===== src/rtl/mixer_pkg.sv =====
// rtl/mixer_pkg.sv - shared widths, colour type and constants for the sprite layer mixer
package mixer_pkg;

  localparam int RGB_W       = 3;
  localparam int FLASH_CNT_W = 8;

  typedef logic [RGB_W-1:0] rgb_t;

  localparam rgb_t BLACK = 3'b000;
  localparam rgb_t WHITE = 3'b111;

endpackage


===== src/rtl/mixer_flash_timer.sv =====
// rtl/mixer_flash_timer.sv - per-layer hit-flash frame counter (load on trigger, count down on frame tick)
module mixer_flash_timer
  import mixer_pkg::*;
#(
  parameter int FLASH_FRAMES = 8
) (
  input  logic clk25,
  input  logic rst_n,
  input  logic load,
  input  logic tick,
  output logic active,
  output logic phase
);

  localparam logic [FLASH_CNT_W-1:0] LOAD_VAL = FLASH_CNT_W'(FLASH_FRAMES);

  logic [FLASH_CNT_W-1:0] cnt;

  // A trigger always wins over a coincident frame tick so the flash restarts at full length.
  always_ff @(posedge clk25 or negedge rst_n) begin
    if (!rst_n) begin
      cnt <= '0;
    end else if (load) begin
      cnt <= LOAD_VAL;
    end else if (tick && (cnt != '0)) begin
      cnt <= cnt - FLASH_CNT_W'(1);
    end
  end

  assign active = (cnt != '0);
  assign phase  = cnt[0];

endmodule


===== src/rtl/sprite_layer_mixer.sv =====
// rtl/sprite_layer_mixer.sv - two-stage priority mixer of sprite layers with hit-flash and delay-matched syncs
// Optional background colour input bg_rgb when MIXER_BG_EN is defined.
module sprite_layer_mixer
  import mixer_pkg::*;
#(
  parameter int LAYERS       = 6,
  parameter int OUT_W        = 4,
  parameter int FLASH_FRAMES = 8,
  parameter int SYNC_POL     = 0
) (
  input  logic                      clk25,
  input  logic                      rst_n,
  input  logic [RGB_W*LAYERS-1:0]   layer_rgb_flat,
  input  logic [LAYERS-1:0]         layer_valid,
  input  logic [LAYERS-1:0]         layer_enable,
  input  logic [LAYERS-1:0]         flash_trigger,
  input  logic                      video_on,
  input  logic                      hsync_in,
  input  logic                      vsync_in,
`ifdef MIXER_BG_EN
  input  logic [RGB_W-1:0]          bg_rgb,
`endif
  output logic [OUT_W-1:0]          vga_r,
  output logic [OUT_W-1:0]          vga_g,
  output logic [OUT_W-1:0]          vga_b,
  output logic                      hsync_out,
  output logic                      vsync_out,
  output logic [LAYERS-1:0]         flash_active
);

  localparam logic SYNC_ACT = (SYNC_POL != 0);

  logic [LAYERS-1:0]       phase;
  logic [LAYERS-1:0]       eff_valid;
  logic                    frame_tick;

  logic [RGB_W*LAYERS-1:0] rgb_s1;
  logic [LAYERS-1:0]       eff_s1;
  logic [LAYERS-1:0]       white_s1;
  logic                    video_s1;
  logic                    hs_s1;
  logic                    vs_s1;
  logic                    vs_prev;
`ifdef MIXER_BG_EN
  rgb_t                    bg_s1;
`endif

  rgb_t                    pix_c;
  rgb_t                    pix_s2;

  // During the dark half of a blink the layer is transparent, letting lower layers show through.
  assign eff_valid  = layer_valid & layer_enable & ~(flash_active & ~phase);
  assign frame_tick = (vs_s1 == SYNC_ACT) && (vs_prev != SYNC_ACT);

  for (genvar i = 0; i < LAYERS; i++) begin : g_flash
    mixer_flash_timer #(
      .FLASH_FRAMES (FLASH_FRAMES)
    ) u_flash_timer (
      .clk25  (clk25),
      .rst_n  (rst_n),
      .load   (flash_trigger[i]),
      .tick   (frame_tick),
      .active (flash_active[i]),
      .phase  (phase[i])
    );
  end

  // Sync registers reset to the inactive level so no false frame tick or sync pulse appears after reset.
  always_ff @(posedge clk25 or negedge rst_n) begin
    if (!rst_n) begin
      rgb_s1   <= '0;
      eff_s1   <= '0;
      white_s1 <= '0;
      video_s1 <= 1'b0;
      hs_s1    <= ~SYNC_ACT;
      vs_s1    <= ~SYNC_ACT;
      vs_prev  <= ~SYNC_ACT;
`ifdef MIXER_BG_EN
      bg_s1    <= BLACK;
`endif
    end else begin
      rgb_s1   <= layer_rgb_flat;
      eff_s1   <= eff_valid;
      white_s1 <= flash_active & phase;
      video_s1 <= video_on;
      hs_s1    <= hsync_in;
      vs_s1    <= vsync_in;
      vs_prev  <= vs_s1;
`ifdef MIXER_BG_EN
      bg_s1    <= bg_rgb;
`endif
    end
  end

  always_comb begin
    logic found;
    found = 1'b0;
`ifdef MIXER_BG_EN
    pix_c = bg_s1;
`else
    pix_c = BLACK;
`endif
    for (int i = 0; i < LAYERS; i++) begin
      if (!found && eff_s1[i]) begin
        found = 1'b1;
        pix_c = white_s1[i] ? WHITE : rgb_s1[RGB_W*i +: RGB_W];
      end
    end
    if (!video_s1) begin
      pix_c = BLACK;
    end
  end

  always_ff @(posedge clk25 or negedge rst_n) begin
    if (!rst_n) begin
      pix_s2    <= BLACK;
      hsync_out <= ~SYNC_ACT;
      vsync_out <= ~SYNC_ACT;
    end else begin
      pix_s2    <= pix_c;
      hsync_out <= hs_s1;
      vsync_out <= vs_s1;
    end
  end

  assign vga_r = {OUT_W{pix_s2[2]}};
  assign vga_g = {OUT_W{pix_s2[1]}};
  assign vga_b = {OUT_W{pix_s2[0]}};

endmodule


===== config.mk =====
export PLATFORM = sky130hd
export DESIGN_NAME = sprite_layer_mixer
export DESIGN_NICKNAME = d
export VERILOG_FILES = /design/src/rtl/mixer_pkg.sv /design/src/rtl/mixer_flash_timer.sv /design/src/rtl/sprite_layer_mixer.sv
export SDC_FILE = /design/constraint.sdc
export NUM_CORES = 1
export LEC_CHECK = 0
export ABC_CLOCK_PERIOD_IN_PS = 3600
export CAP_MARGIN = 10
export CORE_UTILIZATION = 53
export DETAILED_ROUTE_END_ITERATION = 8
export GPL_TIMING_DRIVEN = 0
export PLACE_DENSITY = 0.81
export SKIP_LAST_GASP = 1
export SLEW_MARGIN = 15
export SYNTH_ARGS = -nofsm -noshare
export SYNTH_HDL_FRONTEND = slang
export SYNTH_HIERARCHICAL = 1
export SYNTH_SLANG_ARGS = --single-unit

===== constraint.sdc =====
create_clock -name clk25 -period 3.6 [get_ports clk25]
set_clock_uncertainty 0.2 [all_clocks]
set_input_delay 1.08 -clock clk25 [delete_from_list [all_inputs] [get_ports clk25]]
set_output_delay 1.08 -clock clk25 [all_outputs]
set_load 0.01 [all_outputs]

==> results of run 1 <==
-- power breakdown --
group / internal, W / total [W] / switching [W] / leakage, nW
logic: 0.000185 / 0.000356 / 0.000170 / 0.791
registers: 0.00102 / 0.00107 / 0.0000489 / 1.10
clock network: 0.000289 / 0.000600 / 0.000311 / 0.0877
-- final cells by class --
type,count,area [µm²],share of cell area
inverters,30,113,0.0226
well taps,99,124,0.0249
plain buffers,16,95.1,0.0191
multi-input cells,257,1750,0.352
repair buffers,55,566,0.114
clock inverters,1,5.00,0.00101
clock buffers,15,166,0.0334
flip-flops and latches,86,2160,0.433
-- flip-flops by register name, indices dropped and copies added (netlist names) --
| name | flops |
|---|---|
| vsync_out | 1 |
| g_flash.u_flash_timer/cnt | 48 |
| rgb_s1 | 18 |
| hsync_out | 1 |
| video_s1 | 1 |
| pix_s2 | 3 |
| eff_s1 | 6 |
| vs_s1 | 1 |
| hs_s1 | 1 |
| white_s1 | 6 |
-- layer usage --
layer / GRT usage / part of all wire / vias to the layer above
met1: 0.271 / 0.43 / 1511
met3: 0.0499 / 0.036 / 17
met4: 0.0984 / 0.023 / 0
met2: 0.379 / 0.51 / 68
li1: - / - / 1547
met5: 0 / 0 / -
-- cell families after synthesis --
kind of cell | count (synthesis)
AND/OR/NAND/NOR | 128
AO/OA/AOI/OAI | 111
buffers and inverters | 46
adder cells (fa/ha/maj) | 6
flip-flops | 86
multiplexers | 12
-- critical path, stage by stage, from the launching register on --
cell and delay (ps):
dfrtp_1 450, nor4_1 620, nand2_1 250, clkdlybuf4s50_1 550
-- what timing repair did --
| item | CTS | global route |
|---|---|---|
| resized for setup | 6 | 1 |
| endpoints found under the setup margin | 6 | 1 |
| setup buffers | 0 | 0 |
-- cell usage after synthesis, drive strengths merged, types with 7 or more instances --
cell type	instances
dfrtp	82
nor2	27
nor3b	9
a211o	12
buf	16
nor4	10
nand2	25
o31ai	15
or4	18
inv	30
nor2b	7
o21ai	21
and2	12
a21oi	36
-- stage by stage --
| step | utilization | hold slack, ps | instances | power (W) | instance area [µm²] |
|---|---|---|---|---|---|
| after CTS | 0.678 | 160 | 559 | 0.00204 | 4970 |
| after global routing | 0.679 | 162 | 559 | 0.00213 | 4980 |
| after detailed placement | 0.651 | 149 | 543 | 0.00144 | 4770 |
| after global placement | 0.647 | 147 | 542 | 0.00142 | 4740 |
| final | 0.679 | 159 | 559 | 0.00202 | 4980 |
| after floorplan | - | 145 | 389 | 0.00128 | 4080 |
-- path summary, 6_finish.rpt --
path / from / slack (ps) / cells after the start / to
worst max-delay path: g_flash[1].u_flash_timer/cnt[2]$_DFFE_PN0P_ / 100 / 3 / flash_active[1]
worst min-delay path: hs_s1$_DFF_PN1_ / 160 / 0 / hsync_out$_DFF_PN1_
worst max register to register: vsync_out$_DFF_PN1_ / 890 / 4 / g_flash[4].u_flash_timer/cnt[7]$_DFFE_PN0P_
worst min register to register: hs_s1$_DFF_PN1_ / 160 / 0 / hsync_out$_DFF_PN1_
max in group asynchronous: rst_n / 2120 / 2 / hsync_out$_DFF_PN1_
min in group asynchronous: rst_n / 440 / 1 / g_flash[3].u_flash_timer/cnt[3]$_DFFE_PN0P_
==> flow_metrics.env, run 1 <==
export IMPL_synth_edf_count=0
export IMPL_dieArea_um2=8050
export IMPL_synth_fp_nets=436
export IMPL_maxSlewViolCount=0
export IMPL_hold_path_class="reg2reg"
export IMPL_grt_pass1_wl_mm=14.1
export IMPL_power_leakage_nw=1.98
export IMPL_yosys_cell_types_count=33
export IMPL_synth_simple_gate_area_frac=0.192
export IMPL_syn2layout_area_growth_pct=22.1
export IMPL_cts_tree="yes"
export IMPL_synth_mux_area_frac=0.0313
export IMPL_synthFlopType="dfrtp_1"
export IMPL_async_reset_ff_frac=1.00
export IMPL_post_route_min_period_ps=3500
export IMPL_ir_worst_vdd_mv=0.296
export IMPL_post_place_ws_ps=276
export IMPL_hpwl_mm=5.80
export IMPL_critPathCaptureType="output port"
export IMPL_synth_compound_area_frac=0.179
export IMPL_ys_seq_area_frac=0.529
export IMPL_grt_max_degree=60
export IMPL_grtUsageTotal=0.222
export IMPL_htree_levels=3
export IMPL_fin_tns_setup_ps=0
export IMPL_routedWlPerCell_um=14.5
export IMPL_drtPass1Iterations=4
export IMPL_io_buffers=54
export IMPL_relSlewSlack=0.441
export IMPL_synthCells=389
export IMPL_tightestPinTransition_ps=835
export IMPL_grt_pass1_vias=3124
export IMPL_start_util=0.556
export IMPL_synth_area_um2=4080
export IMPL_yosysTopAreaCell="dfrtp_1"
export IMPL_synth_seq_cells=86
export IMPL_synth_top_area_frac=0.503
export IMPL_synth_top_family_by_area="simple AND/OR/NAND/NOR gates"
export IMPL_die_h_um=89.7
export IMPL_layout_nets=502
export IMPL_viasPerCell=5.62
export IMPL_setup_ws_ps=102
export IMPL_routed_wl_mm=8.12
export IMPL_ant_nets=0
export IMPL_yosys_area_share_xor_xnor=0
export IMPL_n_fill_cell=553
export IMPL_drv_cap=0
export IMPL_setup_viol=0
export IMPL_finalHoldViolCount=0
export IMPL_power_density_nw_per_um2=407
export IMPL_cts_hold_fix_buffers=0
export IMPL_antenna_found_initial=0
export IMPL_coreArea_um2=7330
export IMPL_final_common_cell="dfrtp_1"
export IMPL_fp_dieW_um=89.7
export IMPL_vias=3143
export IMPL_place_congestion=0.815
export IMPL_route_detailed_drc=0
export IMPL_synth_area_leaders="dfrtp_1, a21oi_1, inv_1, o31ai_1, dfstp_2"
export IMPL_cts_root_buf="clkbuf_8"
export IMPL_setup_worst_path_class="reg2out"
export IMPL_overflow=0
export IMPL_layout_common_cells="dfrtp_1, clkdlybuf4s50_1, a21oi_1, inv_1, nor2_1"
export IMPL_yosysWarnings=6
export IMPL_drt_iter0_drc=121
export IMPL_antenna_cells=0
export IMPL_crit_path_max_fanout=7
export IMPL_cts_clk_slew_worst_paths_ps=80
export IMPL_ios=61
export IMPL_fp_row_count=31
export IMPL_synth_adder_area_share=0.0184
export IMPL_start_kind="flip-flop"
export IMPL_min_period_over_period=0.972
export IMPL_drive_gt1_frac=0.133
export IMPL_cts_sinks=86
export IMPL_cts_buffers=9
export IMPL_insertion_delay_ps=350
export IMPL_rsz0062_at_grt="false"
export IMPL_status="finished, final reports clean"
export IMPL_critical_path_arrival_ps=2220
export IMPL_fmax_ghz=0.286
export IMPL_clockBufferDepth=2
export IMPL_required_ps=2320
export IMPL_avgSynthCellArea_um2=10.5
Note: power is estimated with default switching activity, not from simulation.
==> inputs of run 2 (changes only) <==
--- a/config.mk
+++ b/config.mk
@@ -7,6 +7,7 @@
 export LEC_CHECK = 0
 export ABC_CLOCK_PERIOD_IN_PS = 3600
 export CAP_MARGIN = 10
+export CORE_MARGIN = 2
 export CORE_UTILIZATION = 53
 export DETAILED_ROUTE_END_ITERATION = 8
 export GPL_TIMING_DRIVEN = 0
==> run 2 against run 1 <==
Net effect: sequential cell count unchanged; first-iteration DRC count grew 65%; cell count did not move; core utilization decreased by 0.14 points; sequential share of layout area fell by 0.14 points; worst hold slack got worse by 0.98 ps; via count rose by 1.0%; fmax up 1.9%; count of clock-buffer cells in the layout fell by 2; sequential power barely moved; clock power about the same; critical endpoint is now flash_active[4].
==> flow_metrics.env, run 2 (synthesis results as in run 1) <==
export IMPL_status="finished, final reports clean"
export IMPL_power_leakage_nw=1.97
export IMPL_io_buffers=54
export IMPL_critPathCaptureType="output port"
export IMPL_largestRegisters="g_flash.u_flash_timer/cnt (48), rgb_s1 (18)"
export IMPL_fp_dieW_um=91.7
export IMPL_setup_viol=0
export IMPL_cts_hold_fix_buffers=0
export IMPL_cts_sinks=86
export IMPL_place_congestion=0.840
export IMPL_grt_pass1_wl_mm=14.4
export IMPL_critical_path_max_stage_delay_ps=590
export IMPL_fp_row_count=31
export IMPL_vias=3176
export IMPL_routed_wl_mm=8.23
export IMPL_largest_reg_flops=48
export IMPL_maxSlewViolCount=0
export IMPL_postPlaceCellArea_um2=4770
export IMPL_fin_tns_setup_ps=0
export IMPL_grt_pass1_vias=3248
export IMPL_coreArea_um2=7370
export IMPL_route_detailed_drc=0
export IMPL_ios=61
export IMPL_antenna_cells=0
export IMPL_p_sw_w=0.000551
export IMPL_finalHoldViolCount=0
export IMPL_tightestPinTransition_ps=834
export IMPL_dieArea_um2=8410
export IMPL_start_kind="flip-flop"
export IMPL_final_common_cell="dfrtp_1"
export IMPL_layout_common_cells="dfrtp_1, clkdlybuf4s50_1, a21oi_1, inv_1, nor2_1"
export IMPL_overflow=0
export IMPL_largest_register="g_flash.u_flash_timer/cnt"
export IMPL_layout_nets=502
export IMPL_crit_path_max_fanout=6
export IMPL_hold_path_class="reg2reg"
export IMPL_r2r_start="vsync_out$_DFF_PN1_"
export IMPL_fmax_ghz=0.291
export IMPL_required_ps=2320
export IMPL_intPower_w=0.00148
export IMPL_clockBufferDepth=2
export IMPL_power_frac_seq=0.526
export IMPL_cts_tree="yes"
export IMPL_rsz0062_at_grt="false"
export IMPL_start_util=0.553
export IMPL_final_area_um2=4990
export IMPL_critPathLaunch="g_flash[4].u_flash_timer/cnt[3]$_DFFE_PN0P_"
export IMPL_die_h_um=91.7
export IMPL_min_period_over_period=0.954
export IMPL_path_buf_inv=1
export IMPL_setup_worst_path_class="reg2out"
export IMPL_cts_root_buf="clkbuf_8"
export IMPL_drtPass1Iterations=4
export IMPL_insertion_delay_ps=360
export IMPL_htree_levels=3
export IMPL_cts_buffers=9
export IMPL_cts_clk_slew_worst_paths_ps=80
export IMPL_viasPerCell=5.68
export IMPL_hpwl_mm=5.91
export IMPL_min_delay_start="hs_s1$_DFF_PN1_"
export IMPL_clockPowerShare=0.296
export IMPL_routedWlPerCell_um=14.7
export IMPL_grt_max_degree=57
export IMPL_critical_path_slowest_cell="nor4_1"
export IMPL_critical_path_arrival_ps=2150
export IMPL_drt_iter0_drc=200
export IMPL_power_density_nw_per_um2=406
export IMPL_crit_family="simple AND/OR/NAND/NOR gates"
export IMPL_drv_cap=0
export IMPL_ant_nets=0
export IMPL_post_route_min_period_ps=3430
export IMPL_switching_share=0.272
export IMPL_relSlewSlack=0.441
export IMPL_ir_worst_vdd_mv=0.241
export IMPL_path_cells="nor4_1 > nand2_1 > clkdlybuf4s50_1"
export IMPL_grtUsageTotal=0.213
export IMPL_syn2layout_area_growth_pct=22.5
export IMPL_pwr_share_comb=0.178
export IMPL_antenna_found_initial=0
export IMPL_drive_gt1_frac=0.139
==> run 2: cell count changes in the layout (fill, tap and decap cells not counted), sizes merged <==
| cell | before | now |
|---|---|---|
| clkbuf | 15 | 13 |
| clkinvlp | 0 | 2 |
==> run 2: power groups by stage <==
| stage | registers, W | clock network (W) | logic, W |
|---|---|---|---|
| global route | 0.00108 | 0.000653 | 0.000401 |
| CTS | 0.00107 | 0.000610 | 0.000359 |
| finish | 0.00107 | 0.000600 | 0.000360 |
| detailed placement | 0.00108 | 0 | 0.000354 |
| floorplan | 0.00108 | 0 | 0.000205 |
| global placement | 0.00108 | 0 | 0.000336 |
==> run 2: final timing paths <==
kind | to | slack, ps | cells past startpoint
setup / recovery | flash_active[4] | 170 | 3
hold / removal | hsync_out$_DFF_PN1_ | 160 | 0
setup reg to reg | g_flash[4].u_flash_timer/cnt[7]$_DFFE_PN0P_ | 900 | 4
hold reg to reg | hsync_out$_DFF_PN1_ | 160 | 0
max in group asynchronous | vsync_out$_DFF_PN1_ | 2100 | 2
min in group asynchronous | g_flash[2].u_flash_timer/cnt[5]$_DFFE_PN0P_ | 450 | 1
==> run 2: area by class of cell <==
type                       instances  area, µm²
fill                             562       2370
sequential                        86       2160
multi-input combinational        257       1770
timing repair buffer              55        566
clock buffer                      13        149
tap                               99        124
inverter                          30        113
buffer                            16       95.1
clock inverter                     3       20.0
==> run 2: stage by stage <==
step | total power [W] | hold slack, ps | instances | setup WS, ps | util
2_1_floorplan | 0.00128 | 145 | 389 | 1050 | -
3_3_place_gp | 0.00142 | 150 | 542 | -1780 | 0.644
3_5_place_dp | 0.00144 | 147 | 543 | 310 | 0.647
4_1_cts | 0.00203 | 159 | 559 | 145 | 0.674
5_1_grt | 0.00213 | 162 | 559 | 11.9 | 0.678
6_report | 0.00203 | 158 | 559 | 165 | 0.678
==> run 2: per-layer routing <==
layer  vias up  global-route usage  wire length [µm]
li1       1550                   -                 -
met1      1529               0.278              3750
met2        81               0.349              3980
met3        16              0.0460               334
met4         0              0.0858               174
met5         -                   0                 0
==> run 2: worst register-to-register path, stage by stage, from the launching register on <==
cell and delay [ps]:
dfstp_2 530, nor2b_2 680, or3b_2 570, or4b_1 500
a21oi_1 150
==> run 2: timing repair <==
item	4_1_cts	5_1_grt
resized for setup	6	4
setup endpoints to repair	6	3
setup buffers	0	0
==> inputs of run 3 (changes only) <==
--- a/config.mk
+++ b/config.mk
@@ -5,7 +5,7 @@
 export SDC_FILE = /design/constraint.sdc
 export NUM_CORES = 1
 export LEC_CHECK = 0
-export ABC_CLOCK_PERIOD_IN_PS = 3600
+export ABC_CLOCK_PERIOD_IN_PS = 3900
 export CAP_MARGIN = 10
 export CORE_MARGIN = 2
 export CORE_UTILIZATION = 53
==> constraint.sdc (replaced) <==
create_clock -name clk25 -period 3.9 [get_ports clk25]
set_clock_uncertainty 0.2 [all_clocks]
set_input_delay 1.17 -clock clk25 [delete_from_list [all_inputs] [get_ports clk25]]
set_output_delay 1.17 -clock clk25 [all_outputs]
set_load 0.01 [all_outputs]
==> run 3 against run 2 <==
Net effect: critical path depth grew 2; sequential cell count is the same; power shrank 8.0%; first-iteration DRC count grew 7.0%; sequential share of layout area grew 0.31 points; non-clock buffer count is the same; core utilization shrank 0.48 points; worst hold slack is essentially flat; critical path type unchanged.
==> flow_metrics.env, run 3 (synthesis results as in run 1) <==
export IMPL_coreArea_um2=7370
export IMPL_cts_tree="yes"
export IMPL_cts_sinks=86
export IMPL_postLayoutCoreUtil=0.673
export IMPL_critical_path_slowest_cell="nor3b_1"
export IMPL_crit_family="simple AND/OR/NAND/NOR gates"
export IMPL_status="finished, final reports clean"
export IMPL_power_frac_seq=0.528
export IMPL_antenna_cells=0
export IMPL_cts_buffers=9
export IMPL_drive_gt1_frac=0.130
export IMPL_largestRegisters="g_flash.u_flash_timer/cnt (48), rgb_s1 (18)"
export IMPL_fp_row_count=31
export IMPL_grt_max_degree=57
export IMPL_power_leakage_nw=1.96
export IMPL_layout_common_cells="dfrtp_1, clkdlybuf4s50_1, a21oi_1, inv_1, nor2_1"
export IMPL_ios=61
export IMPL_rsz0062_at_grt="false"
export IMPL_min_period_over_period=0.966
export IMPL_top_layer="met4"
export IMPL_drt_iter0_drc=214
export IMPL_crit_path_max_fanout=6
export IMPL_tightestPinTransition_ps=832
export IMPL_fmax_ghz=0.265
export IMPL_drtPass1Iterations=4
export IMPL_wl_met1_mm=3.75
export IMPL_cts_setup_buffers=0
export IMPL_p_sw_w=0.000506
export IMPL_syn2layout_area_growth_pct=21.6
export IMPL_whs_ps=158
export IMPL_clockPowerShare=0.297
export IMPL_pwr_share_comb=0.176
export IMPL_largest_reg_flops=48
export IMPL_htree_levels=3
export IMPL_finalHoldViolCount=0
export IMPL_hold_path_class="reg2reg"
export IMPL_wl_met2_mm=3.94
export IMPL_fp_dieW_um=91.7
export IMPL_fin_cells=559
export IMPL_critical_path_arrival_ps=2400
export IMPL_viasPerCell=5.71
export IMPL_setup_viol=0
export IMPL_path_buf_inv=2
export IMPL_vias=3190
export IMPL_n_fill_cell=567
export IMPL_place_congestion=0.840
export IMPL_cts_root_buf="clkbuf_8"
export IMPL_final_common_cell="dfrtp_1"
export IMPL_maxSlewViolCount=0
export IMPL_required_ps=2530
export IMPL_setup_worst_path_class="reg2out"
export IMPL_cts_hold_fix_buffers=0
export IMPL_design_power_total_w=0.00186
export IMPL_routed_wl_mm=8.20
export IMPL_largest_register="g_flash.u_flash_timer/cnt"
export IMPL_die_h_um=91.7
export IMPL_relSlewSlack=0.443
export IMPL_power_density_nw_per_um2=376
export IMPL_place_inst=543
export IMPL_ant_nets=0
export IMPL_ir_worst_vdd_mv=0.238
export IMPL_grt_pass1_vias=3241
export IMPL_hpwl_mm=5.91
export IMPL_grt_pass1_wl_mm=14.3
export IMPL_fin_tns_setup_ps=0
export IMPL_drv_cap=0
export IMPL_clockBufferDepth=2
export IMPL_critPathCaptureType="output port"
export IMPL_critical_path_max_stage_delay_ps=570
export IMPL_wl_met3_um=337
export IMPL_switching_share=0.271
export IMPL_grtUsageTotal=0.212
export IMPL_dieArea_um2=8410
export IMPL_routedWlPerCell_um=14.7
export IMPL_layout_nets=502
export IMPL_insertion_delay_ps=360
export IMPL_intPower_w=0.00136
export IMPL_path_cells="inv_1 > ha_1 > nor3b_1 > nand2_1 > clkdlybuf4s50_1"
export IMPL_start_kind="flip-flop"
export IMPL_overflow=0
export IMPL_antenna_found_initial=0
export IMPL_route_detailed_drc=0
export IMPL_io_buffers=54
export IMPL_start_util=0.553
export IMPL_cts_clk_slew_worst_paths_ps=80
export IMPL_post_route_min_period_ps=3770
-- run 3: cell count changes in the layout (fill, tap and decap cells not counted) --
cell	change
nor3b_1	+2
nor3b_4	-2
nor4_1	+2
nor4_2	-2
-- run 3: final timing paths --
kind	startpoint	endpoint	slack, ps	cells past startpoint
max	g_flash[2].u_flash_timer/cnt[0]$_DFFE_PN0P_	flash_active[2]	130	5
min	hs_s1$_DFF_PN1_	hsync_out$_DFF_PN1_	160	0
max reg2reg	vsync_out$_DFF_PN1_	g_flash[4].u_flash_timer/cnt[7]$_DFFE_PN0P_	1200	4
min reg2reg	hs_s1$_DFF_PN1_	hsync_out$_DFF_PN1_	160	0
max in group asynchronous	rst_n	vsync_out$_DFF_PN1_	2310	2
min in group asynchronous	rst_n	g_flash[2].u_flash_timer/cnt[5]$_DFFE_PN0P_	540	1
-- run 3: metal layers --
metal	up-vias	global-route usage
met1	1551	0.275
met2	78	0.348
met4	0	0.0883
met3	16	0.0460
met5	-	0
li1	1545	-
-- run 3: cell type report --
cell class | count | area (µm²) | area share
Inverter | 30 | 113 | 0.0227
Multi-Input combinational cell | 257 | 1740 | 0.350
Clock buffer | 13 | 149 | 0.0300
Buffer | 16 | 95.1 | 0.0192
Tap cell | 99 | 124 | 0.0250
Clock inverter | 3 | 20.0 | 0.00404
Sequential cell | 86 | 2160 | 0.435
Timing Repair Buffer | 55 | 566 | 0.114
-- run 3: what timing repair did --
action	in CTS	in global routing
gates resized for setup	0	4
endpoints found under the hold margin	0	0
endpoints found under the setup margin	0	4
-- run 3: power by group through the flow --
| stage | logic [W] | registers, W | clock network (W) |
|---|---|---|---|
| after floorplan | 0.000189 | 0.000993 | 0 |
| after global placement | 0.000311 | 0.000999 | 0 |
| after detailed placement | 0.000327 | 0.00100 | 0 |
| after CTS | 0.000329 | 0.000983 | 0.000563 |
| after global routing | 0.000365 | 0.000993 | 0.000600 |
| final | 0.000328 | 0.000984 | 0.000553 |
-- run 3: through the flow --
step	worst slack, ps	area [µm²]
CTS	108	4940
global route	6.91	4960
detailed placement	520	4770
floorplan	1270	4080
global placement	-1570	4740
finish	133	4960
